File: config.mk
export PLATFORM = sky130hd
export DESIGN_NAME = hd_beat_timer
export DESIGN_NICKNAME = d
export VERILOG_FILES = /design/src/rtl/hd_beat_timer.sv
export SDC_FILE = /design/constraint.sdc
export NUM_CORES = 1
export LEC_CHECK = 0
export ABC_CLOCK_PERIOD_IN_PS = 1450
export BUFFER_PORTS_ARGS = -buffer_cell sky130_fd_sc_hd__buf_2
export CORE_AREA = 4 4 45 47
export DETAILED_ROUTE_END_ITERATION = 6
export DIE_AREA = 0 0 49 51
export SLEW_MARGIN = 20
export SYNTH_ARGS = -nofsm -noshare
export SYNTH_HDL_FRONTEND = slang
export SYNTH_SLANG_ARGS = --single-unit
File: constraint.sdc
create_clock -name CLK -period 1.45 [get_ports CLK]
set_input_delay 0 -clock CLK [delete_from_list [all_inputs] [get_ports CLK]]
set_output_delay 0 -clock CLK [all_outputs]
set_load 0.05 [all_outputs]
File: src/rtl/hd_beat_timer.sv
// Beat/phase timing generator: one-hot beat W[3:1] and phase T[3:1] for the hardwired controller.
// Latency: a phase advances every CLK while running; a QD rise reaches T1 after QD_SYNC+1 CLK.
// No backpressure: STOP/SSTEP pause at the end of a beat, and only a fresh QD rise resumes.
module hd_beat_timer #(
   parameter int QD_SYNC = 2
) (
   input  logic       CLK,
   input  logic       CLR,
   input  logic       QD,
   input  logic       SSTEP,
   input  logic       STOP,
   input  logic       SHORT,
   input  logic       LONG,
   output logic [3:1] W,
   output logic [3:1] T,
   output logic       T3,
   output logic       RUN
);

   typedef enum logic {
      S_PAUSE = 1'b0,
      S_RUN   = 1'b1
   } state_t;

   state_t             state_q;
   logic [3:1]         w_q;
   logic [3:1]         w_d;
   logic [3:1]         t_q;
   logic               run_q;
   logic [QD_SYNC-1:0] qd_sync_q;
   logic               qd_edge_q;
   logic               qd_rise;
   logic               w_ok;
   logic               t_ok;
   logic               legal;

   // Synchronise the asynchronous start key and remember its previous synchronised level.
   always_ff @(posedge CLK or negedge CLR) begin
      if (!CLR) begin
         qd_sync_q <= '0;
         qd_edge_q <= 1'b0;
      end else begin
         qd_sync_q <= {qd_sync_q[QD_SYNC-2:0], QD};
         qd_edge_q <= qd_sync_q[QD_SYNC-1];
      end
   end

   // A held key yields a single pulse; rises seen while running are simply dropped.
   assign qd_rise = qd_sync_q[QD_SYNC-1] & ~qd_edge_q;

   // Beat that follows the current one; SHORT outranks LONG, and LONG only matters in W2.
   always_comb begin
      w_d = 3'b001;
      case (w_q)
         3'b001:  w_d = SHORT ? 3'b001 : 3'b010;
         3'b010:  w_d = LONG  ? 3'b100 : 3'b001;
         default: w_d = 3'b001;
      endcase
   end

   // Detect any corrupted encoding so the machine can fall back to a clean paused W1.
   always_comb begin
      w_ok  = (w_q == 3'b001) || (w_q == 3'b010) || (w_q == 3'b100);
      t_ok  = (state_q == S_RUN) ? ((t_q == 3'b001) || (t_q == 3'b010) || (t_q == 3'b100))
                                 : (t_q == 3'b000);
      legal = w_ok && t_ok && (run_q == (state_q == S_RUN));
   end

   // Pause/run sequencer; all outputs come straight from these registers.
   always_ff @(posedge CLK or negedge CLR) begin
      if (!CLR) begin
         state_q <= S_PAUSE;
         w_q     <= 3'b001;
         t_q     <= 3'b000;
         run_q   <= 1'b0;
      end else if (!legal) begin
         state_q <= S_PAUSE;
         w_q     <= 3'b001;
         t_q     <= 3'b000;
         run_q   <= 1'b0;
      end else begin
         case (state_q)
            S_PAUSE: begin
               if (qd_rise) begin
                  state_q <= S_RUN;
                  t_q     <= 3'b001;
                  run_q   <= 1'b1;
               end
            end
            S_RUN: begin
               case (t_q)
                  3'b001: t_q <= 3'b010;
                  3'b010: t_q <= 3'b100;
                  default: begin
                     // End of T3: the only point where the beat and pause decisions are taken.
                     w_q <= w_d;
                     if (STOP || SSTEP) begin
                        state_q <= S_PAUSE;
                        t_q     <= 3'b000;
                        run_q   <= 1'b0;
                     end else begin
                        t_q <= 3'b001;
                     end
                  end
               endcase
            end
            default: begin
               state_q <= S_PAUSE;
               w_q     <= 3'b001;
               t_q     <= 3'b000;
               run_q   <= 1'b0;
            end
         endcase
      end
   end

   assign W   = w_q;
   assign T   = t_q;
   assign T3  = t_q[3];
   assign RUN = run_q;

endmodule

==> results.yml <==
die:
  dieArea_sq_um: 2500
  initial_core_util_pct: 33.6
  coreArea_sq_um: 1650
  io_pins: 15
  die_w_microns: 49
  num_rows: 15
  die_y_microns: 51
pwr:
  leakage_nw: 0.327
  pwr-share-seq_pct: 53.8
  pwr-share-clk_pct: 34.6
  ir_drop_mv: 0.541
  power.internal_uw: 454
  switchingPower_uw: 165
  swShare_pct: 26.6
  comb_power_share_pct: 11.6
  power_density_nw_per_um2: 871
  finalPower_uw: 619
timing:
  finalWorstSetupSlack_ns: 0.122
  period_minus_slack_ns: 1.33
  finalHoldViolCount: 0
  setup_viol: 0
  clock.fmax_mhz: 753
  worstMarginPinSlew_ns: 0.293
  fin_crit_sh_pct: 91.6
  setup_tns_ns: 0
  maxSlewHeadroom_pct: 80.4
  finalClockSkew_ns: 0.0118
  grt_setup_unrepaired: "no"
  final-max-slew-violation-count: 0
finish:
  stdcell_count: 93
  area_growth_pct: 28.2
  n_antenna_cell: 0
  final_layout_size_suffix_gt1_share_pct: 40.8
  n_fill_cell: 170
  finalNetCount: 84
  design_area_sq_um: 711
synth:
  netlist_instances: 55
  synth_fp_nets: 62
  synth_area_sq_um: 554
  synth_common_cells: "dfrtp_1 (10), a21oi_1 (5), nor2_1 (5)"
  ys_seq_elements: 11
  yosysWarnings: 0
  avgSynthCellArea_sq_um: 10.1
  netlist.area_leader.share_pct: 45.1
  synth_edf_count: 0
  synth_ff_type: "dfrtp_1"
  synthTopCellsByArea: "dfrtp_1 (45%), dfstp_2 (4.7%), a21oi_1 (4.5%)"
  synth_most_common_cell: "dfrtp_1"
  synth_top_cell_by_area: "dfrtp_1"
  synth_cell_types: 28
  ys_seq_area_share_pct: 49.9
  async_flop_share_pct: 100
place:
  place_area_sq_um: 658
  preCtsSetupSlack_ns: 0.134
  gp_congestion: 0.826
  port_buffers: 14
  place_hpwl_microns: 873
  dp.cells: 87
setup_path:
  rr_startpoint: "T[2]"
  critical_path_required_ns: 1.61
  r2r_cells: 4
  critPathLaunchType: "register"
  rr_endpoint: "W[2]"
  cp_slowest_cell: "dfrtp_2"
  criticalPathCategory: "register to register"
  crit_fanout: 6
  worst-r2r-setup-slack_ns: 0.12
  cp-end-kind: "register"
  crit_family: "compound AO/OA/AOI/OAI gates"
  cp.arrival_ns: 1.49
  crit_buf_inv: 0
  crit_chain: "nand2b_1 -> a21oi_1 -> o21ai_1 -> o32ai_1"
  cp_slowest_stage_delay_ns: 0.45
hold_path:
  min-delay-start: "SHORT"
  timing.hold.worst.class: "input pin to register"
  holdPathStages: 4
  min_to: "W[2]"
flow_run:
  cap_violations: 0
global_routing:
  grt_pass1_wl_microns: 1950
  grtUsageMet3_pct: 4.96
  top_usage_layer: "met2"
  gr-total-overflow: 0
  grt_pass1_vias: 437
  antenna_found_initial: 0
  grt_util_all_layers_pct: 9.96
  met2_usage_pct: 16.1
  grt_max_degree: 12
  grtUsageMet1_pct: 12.2
detailed_routing:
  dr.pass1.iters: 4
  vias: 492
  drc: 0
  avgViaCountPerCell: 5.29
  wirelength_microns: 1160
  antenna_left: 0
  wl_per_cell_microns: 12.5
  drtIter0Drc: 9
clock_tree:
  cts-root-buf: "clkbuf_4"
  cts_sinks: 11
  cts_htree_levels: 1
  cts_setup_buffers: 0
  worst_setup_hold_path_clk_slew_ns: 0.08
  cts.path.max_buffers: 2
  cts_made_buffers: 3
  clock_latency_ns: 0.28
  cts_tree: "built"
status:
  status: "complete, no violations"
cells by family (layout without fill, tap and decap cells):
logic type	Yosys count	in the layout	share of synthesized area, %
XOR/XNOR	1	1	1.58
AND/OR/NAND/NOR	25	25	28.4
AO/OA/AOI/OAI	16	16	18.1
buffers and inverters	2	23	2.03
flip-flops	11	11	49.9
cell type report:
type / count / area [sq um] / share of cell area [%]
Clock buffer: 4 / 26.3 / 3.70
Inverter: 1 / 3.75 / 0.528
Multi-Input combinational cell: 42 / 272 / 38.2
Sequential cell: 11 / 283 / 39.8
Tap cell: 17 / 21.3 / 2.99
Timing Repair Buffer: 18 / 105 / 14.8
tightest hold or removal path, cell delays in order:
cell,delay (ns)
buf_2,0.09
nor2_1,0.04
nand3_1,0.07
o32ai_1,0.08
how the worst max path moves through the flow:
stage,depth (start not counted),startpoint,end
3_5_place_dp,4,state_q,W[3]
6_report,4,T[2],W[2]
2_1_floorplan,4,RUN,W[3]
4_1_cts,4,state_q,state_q
3_3_place_gp,4,T[2],W[2]
5_1_grt,4,state_q,state_q
cells in the final DEF, fill, tap and decap left out:
master	count
nor2_4	1
o21ai_2	1
dfrtp_2	5
xor2_1	1
nand2b_4	1
o21bai_1	2
buf_2	14
or4_4	1
nand2_1	3
o21ai_0	1
nor3b_1	1
inv_1	1
or2b_1	1
or3_1	1
nand3_1	1
o32ai_1	1
o21ai_1	3
or3b_1	1
buf_4	2
nor3_1	3
clkbuf_4	3
nand3b_1	1
dfstp_2	1
o21a_1	1
nor2_1	5
nand3_2	1
dlygate4sd3_1	2
clkbuf_1	1
dfrtp_1	5
nor4_1	1
nor3_2	1
a21o_1	2
a21oi_1	5
nand2b_1	2
metal layers:
layer | vias up | part of all wire [%]
met5 | - | 0
met4 | 0 | 1.0
met3 | 2 | 8.1
met2 | 17 | 50
met1 | 234 | 41
li1 | 239 | -
power groups by stage:
stage	combinational (mW)	sequential, mW	clock, mW
floorplan	0.0282	0.351	0
global route	0.0801	0.335	0.240
detailed placement	0.0671	0.338	0
finish	0.0717	0.333	0.214
CTS	0.0712	0.332	0.222
global placement	0.0666	0.338	0
registers in the layout, summed over array words and instances, names as in the netlist:
register and cells:
T 3, RUN 1, qd_edge_q 1, W 3, state_q 1, qd_sync_q 2
repair_timing:
action,in CTS,in global routing
endpoints found under the setup margin,0,2
resized for setup,0,2
endpoints found under the hold margin,12,0
hold buffers,2,0
through the flow:
step	utilization (%)	hold WS (ns)
after global placement	39.8	-0.117
after floorplan	-	-0.296
after global routing	43.0	0.0756
after CTS	42.7	0.0553
after detailed placement	39.8	-0.117
final	43.0	0.0591
No activity file was read; power rests on OpenSTA's default activity.
